### src/rtl/wb_regfile_pkg.sv
// wb_regfile_pkg
// Shared types for the writeback stage: the regfilemux writeback-source
// select encoding and the RV32I load funct3 values.
package wb_regfile_pkg;

  // Writeback source select driven by the control word in MEM/WB.
  typedef enum logic [3:0] {
    SEL_ALU_OUT  = 4'd0,
    SEL_BR_EN    = 4'd1,
    SEL_U_IMM    = 4'd2,
    SEL_LW       = 4'd3,
    SEL_PC_PLUS4 = 4'd4,
    SEL_LB       = 4'd5,
    SEL_LBU      = 4'd6,
    SEL_LH       = 4'd7,
    SEL_LHU      = 4'd8
  } regfilemux_sel_t;

  // RV32I load funct3 encodings.
  localparam logic [2:0] FUNCT3_LB  = 3'b000;
  localparam logic [2:0] FUNCT3_LH  = 3'b001;
  localparam logic [2:0] FUNCT3_LW  = 3'b010;
  localparam logic [2:0] FUNCT3_LBU = 3'b100;
  localparam logic [2:0] FUNCT3_LHU = 3'b101;

endpackage

### src/rtl/wb_regfile_if.sv
// wb_regfile_if
// Bundles the MEM/WB inputs, the decode-stage read ports and the forwarding
// outputs of the writeback stage.
//   slave  : the writeback stage (consumes MEM/WB, serves reads/forwarding)
//   master : the surrounding pipeline (drives MEM/WB and read addresses)
interface wb_regfile_if;
  logic        wb_valid;
  logic        load_regfile;
  logic [4:0]  rd;
  logic [31:0] pc;
  logic [3:0]  regfilemux_sel;
  logic [31:0] alu_out;
  logic [31:0] mdr_out;
  logic        br_en;
  logic [31:0] u_imm;
  logic [4:0]  rs1_addr;
  logic [4:0]  rs2_addr;
  logic [31:0] rs1_data;
  logic [31:0] rs2_data;
  logic        fwd_valid;
  logic [4:0]  fwd_rd;
  logic [31:0] fwd_data;

  modport slave (
    input  wb_valid, load_regfile, rd, pc, regfilemux_sel, alu_out, mdr_out,
           br_en, u_imm, rs1_addr, rs2_addr,
    output rs1_data, rs2_data, fwd_valid, fwd_rd, fwd_data
  );

  modport master (
    output wb_valid, load_regfile, rd, pc, regfilemux_sel, alu_out, mdr_out,
           br_en, u_imm, rs1_addr, rs2_addr,
    input  rs1_data, rs2_data, fwd_valid, fwd_rd, fwd_data
  );
endinterface

### src/rtl/wb_load_extend.sv
// wb_load_extend
// Purely combinational byte/halfword select and sign/zero extension of an
// aligned load word.
//   mdr            in  32  raw aligned load word
//   offset         in  2   byte offset within the word (alu_out[1:0])
//   regfilemux_sel in  4   load kind (lb/lbu/lh/lhu; anything else passes mdr)
//   data           out 32  extended load value
module wb_load_extend
  import wb_regfile_pkg::*;
(
  input  logic [31:0]     mdr,
  input  logic [1:0]      offset,
  input  regfilemux_sel_t regfilemux_sel,
  output logic [31:0]     data
);

  logic [7:0]  byte_val;
  logic [15:0] half_val;

  // Halfword accesses use only offset[1]; offset[0] is deliberately ignored.
  always_comb begin
    byte_val = mdr[7:0];
    case (offset)
      2'd0: byte_val = mdr[7:0];
      2'd1: byte_val = mdr[15:8];
      2'd2: byte_val = mdr[23:16];
      2'd3: byte_val = mdr[31:24];
      default: byte_val = mdr[7:0];
    endcase
    half_val = offset[1] ? mdr[31:16] : mdr[15:0];
  end

  always_comb begin
    data = mdr;
    case (regfilemux_sel)
      SEL_LB:  data = {{24{byte_val[7]}}, byte_val};
      SEL_LBU: data = {24'b0, byte_val};
      SEL_LH:  data = {{16{half_val[15]}}, half_val};
      SEL_LHU: data = {16'b0, half_val};
      default: data = mdr;
    endcase
  end

endmodule

### src/rtl/wb_regfile.sv
// wb_regfile
// Writeback stage plus the 32x32 architectural register file. Selects the
// writeback value, commits it one edge later, serves two combinational read
// ports with optional same-cycle write-through, and counts retirements.
//   clk, rst  clock and synchronous active-high reset
//   bus       wb_regfile_if.slave: MEM/WB inputs, rs1/rs2 reads, forwarding
//   instret   retired-instruction count (INSTRET_W bits, wraps)
module wb_regfile
  import wb_regfile_pkg::*;
#(
  parameter int INSTRET_W = 64,
  parameter bit BYPASS_EN = 1'b1
) (
  input  logic                 clk,
  input  logic                 rst,
  wb_regfile_if.slave          bus,
  output logic [INSTRET_W-1:0] instret
);

  regfilemux_sel_t sel;
  logic [31:0]     load_data;
  logic [31:0]     wb_data;
  logic            we;
  // x0 has no storage; it is hardwired to zero on the read side.
  logic [31:0]     regs [31:1];

  assign sel = regfilemux_sel_t'(bus.regfilemux_sel);
  assign we  = bus.wb_valid & bus.load_regfile & (bus.rd != 5'd0);

  wb_load_extend u_load_extend (
    .mdr            (bus.mdr_out),
    .offset         (bus.alu_out[1:0]),
    .regfilemux_sel (sel),
    .data           (load_data)
  );

  // Unlisted select encodings fall back to the ALU result.
  always_comb begin
    wb_data = bus.alu_out;
    case (sel)
      SEL_ALU_OUT:  wb_data = bus.alu_out;
      SEL_BR_EN:    wb_data = {31'b0, bus.br_en};
      SEL_U_IMM:    wb_data = bus.u_imm;
      SEL_PC_PLUS4: wb_data = bus.pc + 32'd4;
      SEL_LW,
      SEL_LB,
      SEL_LBU,
      SEL_LH,
      SEL_LHU:      wb_data = load_data;
      default:      wb_data = bus.alu_out;
    endcase
  end

  // Reset has priority, so a write presented during reset is dropped.
  always_ff @(posedge clk) begin
    if (rst) begin
      for (int i = 1; i < 32; i++) regs[i] <= '0;
    end else if (we) begin
      regs[bus.rd] <= wb_data;
    end
  end

  // Retirement counts every valid MEM/WB slot, writing or not.
  always_ff @(posedge clk) begin
    if (rst) begin
      instret <= '0;
    end else if (bus.wb_valid) begin
      instret <= instret + INSTRET_W'(1);
    end
  end

  // Read ports: x0 reads zero; with bypass enabled a read of the register
  // being committed this cycle sees the new value.
  always_comb begin
    bus.rs1_data = '0;
    if (bus.rs1_addr != 5'd0) begin
      if (BYPASS_EN && we && (bus.rs1_addr == bus.rd)) bus.rs1_data = wb_data;
      else                                             bus.rs1_data = regs[bus.rs1_addr];
    end
  end

  always_comb begin
    bus.rs2_data = '0;
    if (bus.rs2_addr != 5'd0) begin
      if (BYPASS_EN && we && (bus.rs2_addr == bus.rd)) bus.rs2_data = wb_data;
      else                                             bus.rs2_data = regs[bus.rs2_addr];
    end
  end

  // Forwarding outputs are zeroed when nothing commits.
  always_comb begin
    bus.fwd_valid = we;
    bus.fwd_rd    = we ? bus.rd : 5'd0;
    bus.fwd_data  = we ? wb_data : 32'd0;
  end

endmodule

### src/flat_wrapper.sv
// flat-port wrapper written by rule: the top's interface ports become plain ports
module wb_regfile_flat import wb_regfile_pkg::*;
#(
  parameter int INSTRET_W = 64,
  parameter bit BYPASS_EN = 1'b1
)
  (clk, rst, instret, bus_wb_valid, bus_load_regfile, bus_rd, bus_pc, bus_regfilemux_sel, bus_alu_out, bus_mdr_out, bus_br_en, bus_u_imm, bus_rs1_addr, bus_rs2_addr, bus_rs1_data, bus_rs2_data, bus_fwd_valid, bus_fwd_rd, bus_fwd_data);
  wb_regfile_if bus_i ();
  input  logic clk;
  input  logic rst;
  output logic [INSTRET_W-1:0] instret;
  input wire logic [$bits(bus_i.wb_valid)-1:0] bus_wb_valid;
  input wire logic [$bits(bus_i.load_regfile)-1:0] bus_load_regfile;
  input wire logic [$bits(bus_i.rd)-1:0] bus_rd;
  input wire logic [$bits(bus_i.pc)-1:0] bus_pc;
  input wire logic [$bits(bus_i.regfilemux_sel)-1:0] bus_regfilemux_sel;
  input wire logic [$bits(bus_i.alu_out)-1:0] bus_alu_out;
  input wire logic [$bits(bus_i.mdr_out)-1:0] bus_mdr_out;
  input wire logic [$bits(bus_i.br_en)-1:0] bus_br_en;
  input wire logic [$bits(bus_i.u_imm)-1:0] bus_u_imm;
  input wire logic [$bits(bus_i.rs1_addr)-1:0] bus_rs1_addr;
  input wire logic [$bits(bus_i.rs2_addr)-1:0] bus_rs2_addr;
  output wire logic [$bits(bus_i.rs1_data)-1:0] bus_rs1_data;
  output wire logic [$bits(bus_i.rs2_data)-1:0] bus_rs2_data;
  output wire logic [$bits(bus_i.fwd_valid)-1:0] bus_fwd_valid;
  output wire logic [$bits(bus_i.fwd_rd)-1:0] bus_fwd_rd;
  output wire logic [$bits(bus_i.fwd_data)-1:0] bus_fwd_data;
  assign bus_i.wb_valid = bus_wb_valid;
  assign bus_i.load_regfile = bus_load_regfile;
  assign bus_i.rd = bus_rd;
  assign bus_i.pc = bus_pc;
  assign bus_i.regfilemux_sel = bus_regfilemux_sel;
  assign bus_i.alu_out = bus_alu_out;
  assign bus_i.mdr_out = bus_mdr_out;
  assign bus_i.br_en = bus_br_en;
  assign bus_i.u_imm = bus_u_imm;
  assign bus_i.rs1_addr = bus_rs1_addr;
  assign bus_i.rs2_addr = bus_rs2_addr;
  assign bus_rs1_data = bus_i.rs1_data;
  assign bus_rs2_data = bus_i.rs2_data;
  assign bus_fwd_valid = bus_i.fwd_valid;
  assign bus_fwd_rd = bus_i.fwd_rd;
  assign bus_fwd_data = bus_i.fwd_data;
  wb_regfile #(.INSTRET_W(INSTRET_W), .BYPASS_EN(BYPASS_EN)) u_core (.clk(clk), .rst(rst), .bus(bus_i), .instret(instret));
endmodule
### config.mk
export PLATFORM = sky130hd
export DESIGN_NAME = wb_regfile_flat
export DESIGN_NICKNAME = d
export VERILOG_FILES = /design/src/rtl/wb_regfile_pkg.sv /design/src/rtl/wb_regfile_if.sv /design/src/rtl/wb_load_extend.sv /design/src/rtl/wb_regfile.sv /design/src/flat_wrapper.sv
export SDC_FILE = /design/constraint.sdc
export NUM_CORES = 2
export LEC_CHECK = 0
export ABC_CLOCK_PERIOD_IN_PS = 3220
export CAP_MARGIN = 15
export CORE_MARGIN = 10
export CORE_UTILIZATION = 40
export DETAILED_ROUTE_END_ITERATION = 10
export GPL_ROUTABILITY_DRIVEN = 0
export PLACE_DENSITY = 0.63
export SETUP_SLACK_MARGIN = 0.05
export SYNTH_ARGS = -nofsm -noshare
export SYNTH_HDL_FRONTEND = slang
export SYNTH_SLANG_ARGS = --single-unit
### constraint.sdc
create_clock -name clk -period 3.22 [get_ports clk]
set_input_delay 0.483 -clock clk [delete_from_list [all_inputs] [get_ports clk]]
set_output_delay 0.483 -clock clk [all_outputs]
set_load 0.02 [all_outputs]
# Yosys cells after proc, flatten, opt, wreduce, memory -nomap -nowiden
# Memory sizes are Yosys's and may differ from the RTL's.
# Index checks and enable logic that the tools add are counted.
# W data, S select, Z words.
[word_totals]
regBits = 64
mem_bits_rw = 992
elab_cells = 45
mem_count = 1
[mem_list]
columns = ["name", "depth", "word_bits", "read_ports", "rd_clocked_by_memory_dff", "wr", "line_no", "text"]
rows = [
  ["u_core.regs", 31, 32, 2, 0, 31, "wb_regfile.sv:25", "logic [31:0] regs [31:1];"],
]
[op_classes]
addsub = 2
n_eq_ne = 13
n_mux = 18
bitwise = 2
reduce_logical = 8
[ops]
columns = ["op", "count"]
rows = [
  ["$pmux W32 S4", 2],
  ["$mux W32", 6],
  ["$add A64 B1 Y64 const B", 1],
  ["$add A32 B3 Y32 const B", 1],
  ["$pmux W8 S4", 1],
  ["$reduce_or A32 Y1", 1],
  ["$eq A4 B3 Y1 const B", 4],
  ["$mux W16", 1],
  ["$reduce_bool A5 Y1", 3],
  ["$eq A5 B5 Y1", 2],
  ["$mux W5", 2],
  ["$eq A4 B2 Y1 const B", 2],
  ["$mux W1", 6],
  ["$reduce_or A5 Y1", 1],
  ["$eq A2 B2 Y1 const B", 2],
  ["$eq A4 B1 Y1 const B", 1],
  ["$eq A4 B4 Y1 const B", 1],
  ["$and A1 B1 Y1", 2],
  ["$eq A2 B1 Y1 const B", 1],
  ["$logic_and A1 B1 Y1", 2],
  ["$logic_not A2 Y1", 1],
]

# Longest topological paths before layout
[logic_depth]
depth_word = 7
depth_mapped = 11

# Modules after synthesis
# A second synthesis with hierarchy kept.
[hier_totals]
cells_unflattened = 4444
hier_area_um2 = 58163.3
[by_module_without_submodules]
columns = ["module", "n_inst", "cells_each", "area_per_inst_um2", "seq_area_each_um2"]
rows = [
  ["wb_regfile", 1, 4305, 57116.0, 32030.7],
  ["wb_load_extend", 1, 139, 1047.3, 0.0],
]

# Least setup slack after synthesis
# Ideal clock, no wire load.
[synth_path]
path_kind = "input to output"
from = "input bus_rd[0]"
to = "output bus_rs1_data[10]"
t_arrival_ns = 2.608
required_time_ns = 2.737
setup_slack_ns = 0.129
path_stages = 10
cell_sequence = "buf_2 > nor3_2 > a21o_1 > buf_2 > inv_1 > and4_1 > clkbuf_1 > clkbuf_1 > nor4_1 > a211oi_1"
[synth_via]
elab_chain_len = 5
[synth_rtl]
columns = ["element", "line_no", "text"]
rows = [
  ["start: declaration", "flat_wrapper.sv:14", "input wire logic [$bits(bus_i.rd)-1:0] bus_rd;"],
  ["$reduce_bool A5 Y1", "wb_regfile.sv:28", "assign we = bus.wb_valid & bus.load_regfile & (bus.rd != 5'd0);"],
  ["$and A1 B1 Y1", "wb_regfile.sv:28", ""],
  ["via bus_fwd_valid", "flat_wrapper.sv:25", "output wire logic [$bits(bus_i.fwd_valid)-1:0] bus_fwd_valid;"],
  ["$logic_and A1 B1 Y1", "wb_regfile.sv:77", "if (BYPASS_EN && we && (bus.rs1_addr == bus.rd)) bus.rs1_data = wb_data;"],
  ["$mux W32", "wb_regfile.sv:77", ""],
  ["$mux W32", "wb_regfile.sv:76", "if (bus.rs1_addr != 5'd0) begin"],
  ["end: declaration", "flat_wrapper.sv:23", "output wire logic [$bits(bus_i.rs1_data)-1:0] bus_rs1_data;"],
]
# The timed path passes the listed nets, and every way through them passes these cells.

==> results.md <==
- Status: finished with violations
- Violated checks: setup timing
- Routing usage on met1: 0.3523
- CTS tree: yes
- Register area share after synthesis: 0.5462
- Full die area: 162300 um2
- Routed WL per cell: 31.05 um
- Clock Skew: 0.009461 ns
- Max stage delay on crit path: 0.53 ns
- Static leakage: 27.90 nW
- Final setup vio count: 17
- Top Ports: 318
- Later-pin clock latency in the skew report: 0.73 ns
- CP startpoint: u_core.regs[12][10]
- Area growth from synthesis to layout: 29.80%
- GR Util met3: 0.08878
- Post-synth EDFFs: 1024
- Row cnt: 140
- Worst path top cell family by delay: multiplexers
- Layout cell share with drive strength beyond 1: 0.3564
- Number of vias per cell: 6.262
- Power after layout: 36.36 mW
- Pins Over Slew Limit: 0
- DRC Markers: 0
- Number of buffers and inverters on the critical path: 1
- Depth of the CTS H-tree: 3
- Fmax: 293.3 MHz
- Detailed placer's ending HPWL: 152600 um
- Hold slack: 0.2451 ns
- Post-layout minimum cycle time: 3.410 ns
- Max-Cap Viols: 0
- Largest net degree at the start of global routing: 50
- Busiest grt layer: met2
- Rel. slew slack: 0.5246
- Die Width: 402.9 um
- Max VDD drop: 0.0004256 V
- Port Buffers: 317
- Initial antenna violation count: 12
- HP Class: primary input to flip-flop
- Worst r2r src: u_core.instret[9]
- Setup slack, reg-to-reg: 0.71 ns
- Root Driver: clkbuf_16
- CP startpoint kind: flip-flop
- Vias in the first global route: 46590
- Critical path type: flip-flop to primary output
- Drt total wl: 230600 um
- Worst-path clk slew: 0.07 ns
- Antenna viol nets, final: 0
- Via count: 46510
- CP Data Required Time: 2.74 ns
- Final instance area: 76110 um2
- Initial Utilization: 0.4024
- RSZ-0062 raised after global routing: yes
- Placed Instance Area: 69870 um2
- Crit. End Element: primary output
- CTS buffer count: 109
- Die H: 402.9 um
- Hold endpoint: u_core.instret[1]
- Syn Inst Count: 4529
- Final worst-path cycle share: 1.059
- Worst-path maximum fanout: 2
- Ys async rst share: 0
- Layout Nets: 5559
- Crit-path slowest cell: mux4_2
- R2R cell count: 7
- Min-Delay Path Depth: 4
- Critical hold path startpoint: bus_wb_valid
- Setup_tns: -1.286 ns
- GR Util met2: 0.4203
- Drt first pass iters: 6
- Core Area: 145700 um2
- CP arrival: 2.93 ns
- First-pass GRT wire length: 326400 um
- Synthesized area: 58640 um2
- Flops & latches, synth: 1088
- Pwr/cell area: 477.7 nW/um2
- Worst Tran Pin Value: 0.7131 ns
- Clk buf depth: 3
- Yosys warnings: 0
- Gr usage total: 0.2747
- CP cell instances: mux4_2 -> mux4_2 -> nor2b_4 -> nor4_4 -> a211oi_4 -> buf_6
- Final hold violation count: 0
- Unique masters post-synth: 82
- Setup WS post-layout: -0.1900 ns
- Syn avg cell area: 12.95 um2
- GRT overflow: 0
- Drt first-iter violations: 6689
- CTS sink cnt: 1088
- Worst R2R End: u_core.instret[55]
- Post-synth top flop: edfxtp_1
- CP most frequent cell: mux4_2
[layout make-up]
type	instances	area, um2
Antenna cell	11	27.53
Fill cell	12250	69630
Inverter	53	198.9
Timing Repair Buffer	1187	11540
Sequential cell	1088	32030
Multi-Input combinational cell	2966	26470
Clock inverter	66	528.0
Tap cell	1917	2399
Clock buffer	139	2924
[sequential cells by signal, indices dropped and copies added (netlist names)]
name	count
u_core.instret	64
u_core.regs	1024
[cells in the mapped netlist, drive strengths merged, types with 3 or more instances]
cell type / number / area, um2
nor2: 1137 / 4268
edfxtp: 1024 / 30750
mux4: 468 / 10540
mux2i: 229 / 2292
buf: 228 / 1225
clkbuf: 225 / 844.6
nand2: 157 / 589.3
a22oi: 125 / 938.4
a21oi: 102 / 518.0
o21ai: 70 / 361.6
a211oi: 64 / 490.5
dfxtp: 64 / 1281
nand2b: 63 / 394.1
o22ai: 59 / 456.7
nand3: 53 / 287.8
inv: 52 / 195.2
xor2: 44 / 385.4
nand4: 39 / 256.5
nor3: 37 / 205.2
a221oi: 35 / 319.1
nor2b: 30 / 187.7
xnor2: 30 / 270.3
and4: 17 / 151.4
nor4: 16 / 140.1
and2: 15 / 93.84
and3: 15 / 93.84
o31ai: 15 / 126.4
or3: 15 / 96.34
o211ai: 11 / 82.58
or4: 11 / 82.58
mux2: 10 / 112.6
a31oi: 6 / 37.54
or2: 6 / 37.54
a2111oi: 5 / 43.79
o221ai: 5 / 50.04
a222oi: 4 / 40.04
a22o: 4 / 35.03
and3b: 4 / 35.03
nand3b: 4 / 30.03
a21o: 3 / 22.52
maj3: 3 / 30.03
nor3b: 3 / 22.52
o221a: 3 / 33.78
[stage by stage]
stage | setup WS (ns) | cells | util
2_1_floorplan | 0.1291 | 4560 | -
3_3_place_gp | -0.8012 | 7112 | 0.4794
3_5_place_dp | -0.8596 | 7112 | 0.4794
4_1_cts | -0.2189 | 7385 | 0.5167
5_1_grt | -0.2509 | 7426 | 0.5222
6_report | -0.1900 | 7427 | 0.5222
[how the worst max path moves through the flow]
stage	endpoint	slack, ns	cells past startpoint
2_1_floorplan	bus_rs1_data[10]	0.13	10
3_3_place_gp	bus_rs1_data[28]	-0.80	9
3_5_place_dp	bus_rs2_data[20]	-0.86	9
4_1_cts	bus_rs1_data[8]	-0.22	6
5_1_grt	bus_rs1_data[8]	-0.25	6
6_report	bus_rs2_data[10]	-0.19	6
[routing by layer]
layer	vias to the layer above	wire [um]
met5	-	13
met4	2	12800
met3	646	31280
met2	3441	103600
met1	23480	82880
li1	18940	-
[worst min-delay path, stage by stage]
cell,delay [ns]
dlymetal6s2s_1,0.12
buf_4,0.18
mux2i_1,0.08
nor2_1,0.07
[layout by cell type, fill, tap and decap left out, types with 25 or more instances in the layout]
cell / n
a21oi_1: 80
a221oi_1: 26
a22oi_1: 102
buf_12: 129
buf_2: 25
buf_4: 701
buf_6: 74
clkbuf_1: 25
clkbuf_16: 114
clkdlybuf4s50_1: 162
clkinv_1: 33
conb_1: 32
dfxtp_1: 64
dlygate4sd2_1: 29
edfxtp_1: 1024
inv_1: 42
mux2i_1: 226
mux4_2: 468
nand2_1: 126
nand2_2: 29
nand2b_1: 29
nand2b_2: 32
nand3_1: 46
nand4_1: 37
nor2_1: 1125
o21ai_0: 44
o22ai_1: 29
xor2_1: 43
[report_power, final]
group | internal [mW] | switching [mW]
Combinational | 3.18 | 4.00
Clock | 7.03 | 5.59
Sequential | 16.2 | 0.374
Total | 26.4 | 9.96
[logic make-up after synthesis]
kind of cell / after synthesis / share of synthesized area
DFF: 1088 / 0.5462
other: 1 / 0.00006395
AOI/OAI and AO/OA: 523 / 0.06252
adders and majority gates: 5 / 0.0009388
muxes: 707 / 0.2208
buffers and inverters: 506 / 0.03868
and+or+nand+nor: 1625 / 0.1196
xor gates and xnor gates: 74 / 0.01118
[repair_timing]
| item | 4_1_cts | 5_1_grt |
|---|---|---|
| hold endpoints to repair | 0 | 0 |
| pin swaps | 102 | 58 |
| hold buffers | 0 | 0 |
| gates cloned | 7 | 1 |
| setup endpoints to repair | 96 | 83 |
| setup buffers | 72 | 36 |
| gates resized for setup | 634 | 194 |
Power figures use the tool's default switching activity.
